===== src/rtl/spi_master_tx_if.sv =====
// SPI bus bundle: the master drives sclk, cs_n and mosi; a slave observes them.
interface spi_bus;
  logic sclk;
  logic cs_n;
  logic mosi;

  modport master (output sclk, output cs_n, output mosi);
  modport slave  (input  sclk, input  cs_n, input  mosi);
endinterface


===== src/rtl/spi_master_tx.sv =====
// SPI mode-0 master transmitter: valid/ready words in, shifted out on mosi.
// Words without s_last chain into the same chip-select frame.
module spi_master_tx #(
  parameter int DATA_W    = 8,
  parameter int CLK_DIV   = 2,
  parameter int CS_GAP    = 2,
  parameter int LSB_FIRST = 0
) (
  input  logic              clk,
  input  logic              rst_n,
  input  logic [DATA_W-1:0] s_data,
  input  logic              s_last,
  input  logic              s_valid,
  output logic              s_ready,
  output logic              busy,
  spi_bus.master            spi
);

  localparam int DIV_W = (CLK_DIV > 1) ? $clog2(CLK_DIV) : 1;
  localparam int BIT_W = (DATA_W  > 1) ? $clog2(DATA_W)  : 1;
  localparam int GAP_W = (CS_GAP  > 1) ? $clog2(CS_GAP)  : 1;

  localparam logic [DIV_W-1:0] DIV_MAX = DIV_W'(CLK_DIV - 1);
  localparam logic [BIT_W-1:0] BIT_MAX = BIT_W'(DATA_W - 1);
  localparam logic [GAP_W-1:0] GAP_MAX = GAP_W'(CS_GAP - 1);

  typedef enum logic [2:0] {
    IDLE,
    LEAD,
    HIGH,
    LOW,
    TRAIL,
    WAIT,
    GAP
  } state_t;

  state_t             state;
  logic [DIV_W-1:0]   div_cnt;
  logic [BIT_W-1:0]   bit_cnt;
  logic [GAP_W-1:0]   gap_cnt;
  logic [DATA_W-1:0]  shreg;
  logic [DATA_W-1:0]  shifted;
  logic               last_q;
  logic               div_done;
  logic               xfer;

  function automatic logic first_bit(input logic [DATA_W-1:0] w);
    return (LSB_FIRST != 0) ? w[0] : w[DATA_W-1];
  endfunction

  assign div_done = (div_cnt == DIV_MAX);
  assign shifted  = (LSB_FIRST != 0) ? (shreg >> 1) : (shreg << 1);

  // Ready only where a new word can start without breaking SCLK timing:
  // idle, waiting inside an open frame, or the last cycle of a non-final TRAIL.
  assign s_ready = (state == IDLE) || (state == WAIT) ||
                   ((state == TRAIL) && div_done && !last_q);
  assign xfer    = s_valid && s_ready;
  assign busy    = (state != IDLE);

  always_ff @(posedge clk or negedge rst_n) begin
    if (!rst_n) begin
      state    <= IDLE;
      div_cnt  <= '0;
      bit_cnt  <= '0;
      gap_cnt  <= '0;
      shreg    <= '0;
      last_q   <= 1'b0;
      spi.sclk <= 1'b0;
      spi.cs_n <= 1'b1;
      spi.mosi <= 1'b0;
    end else if (xfer) begin
      // NOTE: non-blocking assignments keep every register updating from the
      // same pre-edge values, so the outputs and state move together.
      state    <= LEAD;
      shreg    <= s_data;
      last_q   <= s_last;
      div_cnt  <= '0;
      bit_cnt  <= '0;
      spi.cs_n <= 1'b0;
      spi.sclk <= 1'b0;
      spi.mosi <= first_bit(s_data);
    end else begin
      case (state)
        IDLE, WAIT: begin
          div_cnt <= '0;
        end

        LEAD, LOW: begin
          if (div_done) begin
            state    <= HIGH;
            div_cnt  <= '0;
            spi.sclk <= 1'b1;
          end else begin
            div_cnt <= div_cnt + DIV_W'(1);
          end
        end

        HIGH: begin
          if (div_done) begin
            div_cnt  <= '0;
            spi.sclk <= 1'b0;
            if (bit_cnt == BIT_MAX) begin
              state <= TRAIL;
            end else begin
              state    <= LOW;
              bit_cnt  <= bit_cnt + BIT_W'(1);
              shreg    <= shifted;
              spi.mosi <= first_bit(shifted);
            end
          end else begin
            div_cnt <= div_cnt + DIV_W'(1);
          end
        end

        TRAIL: begin
          if (div_done) begin
            div_cnt <= '0;
            if (last_q) begin
              state    <= GAP;
              gap_cnt  <= '0;
              spi.cs_n <= 1'b1;
            end else begin
              state <= WAIT;
            end
          end else begin
            div_cnt <= div_cnt + DIV_W'(1);
          end
        end

        GAP: begin
          if (gap_cnt == GAP_MAX) begin
            state <= IDLE;
          end else begin
            gap_cnt <= gap_cnt + GAP_W'(1);
          end
        end

        default: state <= IDLE;
      endcase
    end
  end

endmodule


===== src/flat_wrapper.sv =====
// flat-port wrapper written by rule: the top's interface ports become plain ports
module spi_master_tx_flat 
#(
  parameter int DATA_W    = 8,
  parameter int CLK_DIV   = 2,
  parameter int CS_GAP    = 2,
  parameter int LSB_FIRST = 0
)
  (clk, rst_n, s_data, s_last, s_valid, s_ready, busy, spi_sclk, spi_cs_n, spi_mosi);
  spi_bus spi_i ();
  input  logic clk;
  input  logic rst_n;
  input  logic [DATA_W-1:0] s_data;
  input  logic s_last;
  input  logic s_valid;
  output logic s_ready;
  output logic busy;
  output wire logic [$bits(spi_i.sclk)-1:0] spi_sclk;
  output wire logic [$bits(spi_i.cs_n)-1:0] spi_cs_n;
  output wire logic [$bits(spi_i.mosi)-1:0] spi_mosi;
  assign spi_sclk = spi_i.sclk;
  assign spi_cs_n = spi_i.cs_n;
  assign spi_mosi = spi_i.mosi;
  spi_master_tx #(.DATA_W(DATA_W), .CLK_DIV(CLK_DIV), .CS_GAP(CS_GAP), .LSB_FIRST(LSB_FIRST)) u_core (.clk(clk), .rst_n(rst_n), .s_data(s_data), .s_last(s_last), .s_valid(s_valid), .s_ready(s_ready), .busy(busy), .spi(spi_i));
endmodule

===== config.mk =====
export PLATFORM = sky130hd
export DESIGN_NAME = spi_master_tx_flat
export DESIGN_NICKNAME = d
export VERILOG_FILES = /design/src/rtl/spi_master_tx_if.sv /design/src/rtl/spi_master_tx.sv /design/src/flat_wrapper.sv
export SDC_FILE = /design/constraint.sdc
export NUM_CORES = 1
export LEC_CHECK = 0
export BUFFER_PORTS_ARGS = -buffer_cell sky130_fd_sc_hd__buf_2
export CORE_UTILIZATION = 40
export CTS_CLUSTER_SIZE = 30
export DETAILED_ROUTE_END_ITERATION = 16
export PLACE_DENSITY_LB_ADDON = 0.12
export SYNTH_ARGS = -nofsm -noshare
export SYNTH_HDL_FRONTEND = slang
export SYNTH_SLANG_ARGS = --single-unit

===== constraint.sdc =====
create_clock -name clk -period 1.45 [get_ports clk]
set_clock_uncertainty 0.1 [all_clocks]
set_input_delay 0.145 -clock clk [delete_from_list [all_inputs] [get_ports clk]]
set_output_delay 0.145 -clock clk [all_outputs]
set_load 0.1 [all_outputs]

# Word-level counts from Yosys, hierarchy flattened
# Index checks and enable logic that the tools add are counted.
dict set report word_totals {
  input_bits 12
  output_inout_bits 5
  wordCells 86
  ff_bits 19
}
dict set report classes {
  mux 35
  n_bitwise 1
  reduce_logical 23
  eq_ne 15
  add_sub_neg 3
}
# operator n
set op_table {}
lappend op_table {{3-bit two-way mux} 10}
lappend op_table {{7-bit two-way mux} 4}
lappend op_table {{1-bit two-way mux} 16}
lappend op_table {{3-bit case mux with 5 select lines} 1}
lappend op_table {{3-bit == test, second input constant} 4}
lappend op_table {{3-bit by 1-bit inequality test with 1-bit output, second input constant} 4}
lappend op_table {{2-bit nonzero test} 5}
lappend op_table {{3-bit AND reduction} 3}
lappend op_table {{3-bit nonzero test} 3}
lappend op_table {{2-bit by 1-bit inequality test with 1-bit output, second input constant} 4}
lappend op_table {{3-bit by 2-bit == test with 1-bit output, second input constant} 2}
lappend op_table {{1-bit case mux with 2 select lines} 3}
lappend op_table {{5-bit AND reduction} 1}
lappend op_table {{4-bit AND reduction} 1}
lappend op_table {{2-bit OR reduction} 2}
lappend op_table {{4-bit OR reduction} 1}
lappend op_table {{3-bit by 1-bit adder with 3-bit output, second input constant} 1}
lappend op_table {{3-bit by 1-bit == test with 1-bit output, second input constant} 1}
lappend op_table {{1-bit logical AND} 3}
lappend op_table {{3-bit zero test} 1}
lappend op_table {{1-bit adder, second input constant} 2}
lappend op_table {{1-bit logical OR} 2}
lappend op_table {{2-bit two-way mux} 1}
lappend op_table {{1-bit zero test} 1}
lappend op_table {{1-bit inverter} 1}

# Longest topological paths before layout
dict set report depth {
  depth_word 7
  depth_mapped 6
  ltp_nobuf 6
}

# Worst setup path before layout
# OpenSTA, ideal clock, no wires.
dict set report synth_path {
  path_kind {reg2out}
  start {register u_core.last_q}
  end {output port s_ready}
  arrival_ns 1.940
  stages_incl_launch_ff 4
  slack_ns -0.735
  path_buffers 0
  required_time_ns 1.205
  path_cell_list {dfrtp_1 nor2b_2 o21ai_0 nor2_1}
}
dict set report synth_between {
  elab_chain_cells 3
}
# item line
set synth_lines {}
lappend synth_lines {{from (decl)} spi_master_tx.sv:43} ;# logic last_q;
lappend synth_lines {{from (signal assigned)} spi_master_tx.sv:77} ;# last_q <= s_last;
lappend synth_lines {{1-bit zero test} spi_master_tx.sv:57} ;# ((state == TRAIL) && div_done && !last_q);
lappend synth_lines {{1-bit logical AND} spi_master_tx.sv:57}
lappend synth_lines {{1-bit logical OR} spi_master_tx.sv:56} ;# assign s_ready = (state == IDLE) || (state == WAIT) ||
lappend synth_lines {{to (decl)} flat_wrapper.sv:16} ;# output logic s_ready;
# No other way between the ends.

# Worst setup path in the final report
dict set report layout_path {
  start {register u_core.state[0]}
  end {register u_core.shreg[0]}
}
dict set report layout_between {
  elab_chain_cells 7
  elab_cells_between_ends 14
  classes_between {eq/ne (4); mux (1); reduce/logical (9)}
}
# item line
set layout_lines {}
lappend layout_lines {{from (decl)} spi_master_tx.sv:37} ;# state_t state;
lappend layout_lines {{from (signal assigned)} spi_master_tx.sv:63} ;# state <= IDLE;
lappend layout_lines {{from (signal assigned)} spi_master_tx.sv:75} ;# state <= LEAD;
lappend layout_lines {{from (signal assigned)} spi_master_tx.sv:91} ;# state <= HIGH;
lappend layout_lines {{3-bit == test} spi_master_tx.sv:57}
lappend layout_lines {{1-bit logical AND (2 in series)} spi_master_tx.sv:57}
lappend layout_lines {{1-bit logical OR} spi_master_tx.sv:56}
lappend layout_lines {{1-bit logical AND} spi_master_tx.sv:58} ;# assign xfer = s_valid && s_ready;
lappend layout_lines {{2-bit by 1-bit inequality test with 1-bit output (no line) or 2-bit nonzero test (tied branches)} n/a}
lappend layout_lines {{3-bit AND reduction (no line)} n/a}
lappend layout_lines {{to (signal assigned)} spi_master_tx.sv:76} ;# shreg <= s_data;
lappend layout_lines {{to (signal assigned)} spi_master_tx.sv:108} ;# shreg <= shifted;
lappend layout_lines {{to (decl)} spi_master_tx.sv:41} ;# logic [DATA_W-1:0] shreg;
# Parallel ways exist; a longest one is shown, timed or not.
# A chain may end at the register's enable or synchronous reset.

==> impl_metrics.prom <==
# TYPE chip_impl_metric gauge
chip_impl_metric{name="worst_ir_drop_vdd",unit="V"} 0.00119
chip_impl_metric{name="regToRegSetupSlack",unit="ns"} -0.17
chip_impl_info{name="setup.worst_path.class",value="reg -> reg"} 1
chip_impl_metric{name="maximum_number_of_pins_on_one_net_before_global_route_repair",unit=""} 20
chip_impl_info{name="netlist.top_cell.by_area",value="sky130_fd_sc_hd__dfrtp_1"} 1
chip_impl_info{name="critical_path.endpoint_type",value="flop"} 1
chip_impl_metric{name="final_cell_count_no_fill",unit=""} 184
chip_impl_metric{name="timing.max_cap.violations",unit=""} 0
chip_impl_metric{name="tightestPinTransition",unit="ns"} 0.486
chip_impl_metric{name="max_freq",unit="MHz"} 617
chip_impl_metric{name="count_of_buffers_from_port_buffering",unit=""} 16
chip_impl_metric{name="yosys_synthesis_warning_count",unit=""} 0
chip_impl_info{name="synth-main-ff-cell",value="sky130_fd_sc_hd__dfrtp_1"} 1
chip_impl_metric{name="synthesized_instance_count",unit=""} 107
chip_impl_metric{name="grt_pass1_wl",unit="um"} 4040
chip_impl_info{name="netlist_top_cells_count",value="18 x sky130_fd_sc_hd__dfrtp_1, 9 x sky130_fd_sc_hd__nand2_1, 9 x sky130_fd_sc_hd__nor2_1, 8 x sky130_fd_sc_hd__a21oi_1, 7 x sky130_fd_sc_hd__inv_1"} 1
chip_impl_metric{name="floorplan.die.width",unit="um"} 53.2
chip_impl_metric{name="remaining_drc_errors",unit=""} 0
chip_impl_metric{name="power_switching",unit="mW"} 1.25
chip_impl_metric{name="pre_cts_ws",unit="ns"} -0.256
chip_impl_metric{name="combinationalPowerShare",unit="%"} 60.7
chip_impl_metric{name="post_drt_wl_per_cell",unit="um"} 13.7
chip_impl_metric{name="cts_buffer_depth",unit=""} 2
chip_impl_metric{name="avg_synthesized_cell_area",unit="um^2"} 9.79
chip_impl_metric{name="final_period_minus_worst_setup_slack",unit="ns"} 1.62
chip_impl_info{name="min_delay_worst_type",value="in -> reg"} 1
chip_impl_metric{name="synth_seq_area_share",unit="%"} 45.5
chip_impl_info{name="setup_repair_after_global_routing_missed_its_margin",value="yes"} 1
chip_impl_metric{name="post-route-worst-setup-slack",unit="ns"} -0.170
chip_impl_metric{name="synth.cell_area",unit="um^2"} 1050
chip_impl_metric{name="layout.filler_cells",unit=""} 198
chip_impl_info{name="post-synth-top-count-cell",value="sky130_fd_sc_hd__dfrtp_1"} 1
chip_impl_metric{name="clock_latency",unit="ns"} 0.30
chip_impl_metric{name="holdWs",unit="ns"} 0.0226
chip_impl_metric{name="count_of_boundary_i_o_pins",unit=""} 17
chip_impl_info{name="run_status",value="complete, but fails checks"} 1
chip_impl_metric{name="synthToLayoutAreaGrowth",unit="%"} 52.2
chip_impl_metric{name="drt-initial-drc-count",unit=""} 7
chip_impl_metric{name="share_seq_of_total_power",unit="%"} 29.5
chip_impl_metric{name="cts.htree.levels",unit=""} 1
chip_impl_metric{name="cp_num_buf_inv",unit=""} 1
chip_impl_metric{name="layout-drive-gt1-share",unit="%"} 49.4
chip_impl_metric{name="synth_fp_nets",unit=""} 121
chip_impl_info{name="tritoncts",value="done"} 1
chip_impl_metric{name="first_global_vias",unit=""} 889
chip_impl_metric{name="total_leakage_power",unit="nW"} 0.741
chip_impl_metric{name="post_drt_via_cell_ratio",unit=""} 5.24
chip_impl_metric{name="cts_buffers",unit=""} 3
chip_impl_info{name="critPathLaunchType",value="flop"} 1
chip_impl_metric{name="crit_path_max_incr_delay",unit="ns"} 0.45
chip_impl_metric{name="route.antenna.remaining_nets",unit=""} 0
chip_impl_metric{name="cts.reportedPaths.clkPinSlew",unit="ns"} 0.12
chip_impl_metric{name="fin_nets",unit=""} 169
chip_impl_metric{name="ffs_w_async_s_r_synth",unit="%"} 100
chip_impl_info{name="worst_path_dominant_cell_family",value="simple AND/OR/NAND/NOR gates"} 1
chip_impl_metric{name="final-max-slew-violation-count",unit=""} 0
chip_impl_info{name="r2r-start",value="u_core.state[0]$_DFFE_PN0P_"} 1
chip_impl_metric{name="dr_total_vias",unit=""} 965
chip_impl_metric{name="total_power",unit="mW"} 2.81
chip_impl_info{name="ctsRootBufferMaster",value="sky130_fd_sc_hd__clkbuf_4"} 1
chip_impl_metric{name="place_hpwl",unit="um"} 1650
chip_impl_metric{name="dp.cells",unit=""} 165
chip_impl_metric{name="grtUsageTotal",unit="%"} 20.1
chip_impl_metric{name="drt_pass1_iterations",unit=""} 4
chip_impl_metric{name="place.gp.congestion",unit=""} 0.862
chip_impl_metric{name="die_area",unit="um^2"} 2830
chip_impl_metric{name="total_power_divided_by_cell_area",unit="nW/um^2"} 1760
chip_impl_metric{name="timing.setup.tns",unit="ns"} -1.72
chip_impl_metric{name="post_dp_cell_area",unit="um^2"} 1350
chip_impl_metric{name="netlist.area_leader.share",unit="%"} 43.0
chip_impl_metric{name="postLayoutCellArea",unit="um^2"} 1590
chip_impl_metric{name="worst-endpoint-arrival",unit="ns"} 1.73
chip_impl_metric{name="finalSetupViolations",unit=""} 16
chip_impl_info{name="crit_slowest_cell",value="sky130_fd_sc_hd__dfrtp_2"} 1
chip_impl_info{name="rr_endpoint",value="u_core.shreg[0]$_DFFE_PN0P_"} 1
chip_impl_metric{name="dieHeight",unit="um"} 53.2
chip_impl_metric{name="floorplan.initialDensity",unit="%"} 42.3
chip_impl_metric{name="ys_ff_latch",unit=""} 19
chip_impl_info{name="failed_checks",value="setup timing"} 1
chip_impl_metric{name="antennaDiodeCount",unit=""} 0
chip_impl_metric{name="floorplan.core_area",unit="um^2"} 2480
chip_impl_info{name="timing.critical_path.cells",value="buf_6 -> and4bb_2 -> nand2b_4 -> and2_4 -> a22o_1"} 1
chip_impl_metric{name="power_frac_clock",unit="%"} 9.8
chip_impl_metric{name="ff2ff_path_depth",unit=""} 5
chip_impl_info{name="holdCritStartpoint",value="s_data[2]"} 1
chip_impl_info{name="hold_path_end",value="u_core.shreg[2]$_DFFE_PN0P_"} 1
chip_impl_metric{name="finalCoreUtilization",unit="%"} 64.3
chip_impl_metric{name="slew_headroom",unit="%"} 67.8
chip_impl_metric{name="holdPathStages",unit=""} 3
chip_impl_metric{name="netSwitchingFraction",unit="%"} 44.5
chip_impl_metric{name="critical_path.max_fanout",unit=""} 8
chip_impl_info{name="critPathLaunch",value="u_core.state[0]$_DFFE_PN0P_"} 1
chip_impl_metric{name="antenna_found_initial",unit=""} 0
chip_impl_metric{name="overflow",unit=""} 0
chip_impl_metric{name="report.final.hold_viol_count",unit=""} 0
chip_impl_info{name="synth_top_cells_by_area",value="sky130_fd_sc_hd__dfrtp_1 43%, sky130_fd_sc_hd__mux2i_1 4.8%, sky130_fd_sc_hd__a21oi_1 3.8%, sky130_fd_sc_hd__buf_4 3.6%, sky130_fd_sc_hd__o22ai_1 3.6%"} 1
chip_impl_metric{name="cell_internal_power",unit="mW"} 1.56
chip_impl_metric{name="totalWireLength",unit="um"} 2520
chip_impl_metric{name="std_cell_rows",unit=""} 18
chip_impl_metric{name="yosys.cell_types.count",unit=""} 37
chip_impl_metric{name="synth_edf_count",unit=""} 0
chip_impl_metric{name="worstPathRequired",unit="ns"} 1.56
chip_impl_metric{name="final_min_period_over_clock_period",unit="%"} 112
chip_impl_metric{name="numClockSinks",unit=""} 19
## worst register-to-register path, cell delays in order, from the launching register on
cell	delay (ns)
sky130_fd_sc_hd__dfrtp_2	0.45
sky130_fd_sc_hd__buf_6	0.14
sky130_fd_sc_hd__and4bb_2	0.34
sky130_fd_sc_hd__nand2b_4	0.12
sky130_fd_sc_hd__and2_4	0.21
sky130_fd_sc_hd__a22o_1	0.18
## per-layer routing
layer,track usage (%),wire length [um]
met5,0,0
met4,3.07,10
met3,6.32,99
met2,33.1,1230
met1,26.1,1190
## power groups by stage
stage / registers (mW) / logic [mW] / clock network, mW
CTS: 0.819 / 1.64 / 0.283
global placement: 0.841 / 1.42 / 0
finish: 0.829 / 1.71 / 0.275
floorplan: 0.963 / 0.901 / 0
detailed placement: 0.853 / 1.43 / 0
global route: 0.843 / 1.82 / 0.313
## sequential cells by signal, indices dropped and copies added (netlist names)
name,cells
u_core.spi.sclk,1
u_core.last_q,1
u_core.div_cnt,1
u_core.spi.mosi,1
u_core.shreg,7
u_core.bit_cnt,3
u_core.spi.cs_n,1
u_core.gap_cnt,1
u_core.state,3
## what timing repair did
item | 4_1_cts | 5_1_grt
pin swaps | 2 | 5
gates resized for setup | 16 | 11
setup buffers | 10 | 1
hold endpoints to repair | 22 | 0
setup endpoints to repair | 19 | 20
hold buffers | 5 | 0
gates cloned | 0 | 0
## worst max path at each step
stage,to,slack [ns],cells past startpoint
3_3_place_gp,u_core.state[0]$_DFFE_PN0P_,-0.20,4
6_report,u_core.shreg[0]$_DFFE_PN0P_,-0.17,5
4_1_cts,u_core.shreg[0]$_DFFE_PN0P_,-0.17,5
3_5_place_dp,u_core.shreg[0]$_DFFE_PN0P_,-0.26,3
5_1_grt,busy,-0.24,5
2_1_floorplan,u_core.state[0]$_DFFE_PN0P_,-0.04,5
## placed cells by master (no fill, tap or decap), types with 5 or more instances in the layout
cell type / Yosys / routed
sky130_fd_sc_hd__a21oi_1: 8 / 7
sky130_fd_sc_hd__buf_2: 2 / 13
sky130_fd_sc_hd__buf_4: 5 / 19
sky130_fd_sc_hd__buf_6: 0 / 10
sky130_fd_sc_hd__dfrtp_1: 18 / 15
sky130_fd_sc_hd__dlygate4sd3_1: 0 / 5
sky130_fd_sc_hd__inv_1: 7 / 7
sky130_fd_sc_hd__mux2i_1: 5 / 5
sky130_fd_sc_hd__nand2_1: 9 / 8
sky130_fd_sc_hd__nor2_1: 9 / 7
sky130_fd_sc_hd__o21ai_1: 3 / 5
## kinds of logic after synthesis
| group | after synthesis | share of synthesized area (%) |
|---|---|---|
| mux | 6 | 6.21 |
| compound gates | 33 | 22.1 |
| flops | 19 | 45.5 |
| xor+xnor | 1 | 0.836 |
| fa+ha+maj | 2 | 2.39 |
| buf+inv | 15 | 7.41 |
| simple gates | 31 | 15.5 |
## final cells by class
| class | instances | area (um^2) | area share (%) |
|---|---|---|---|
| repair buffers | 50 | 430 | 27.0 |
| inverters | 8 | 30.0 | 1.88 |
| multi-input cells | 73 | 589 | 37.0 |
| clock buffers | 4 | 26.3 | 1.65 |
| well taps | 30 | 37.5 | 2.35 |
| flip-flops and latches | 19 | 480 | 30.1 |
No activity file was read; power rests on OpenSTA's default activity.
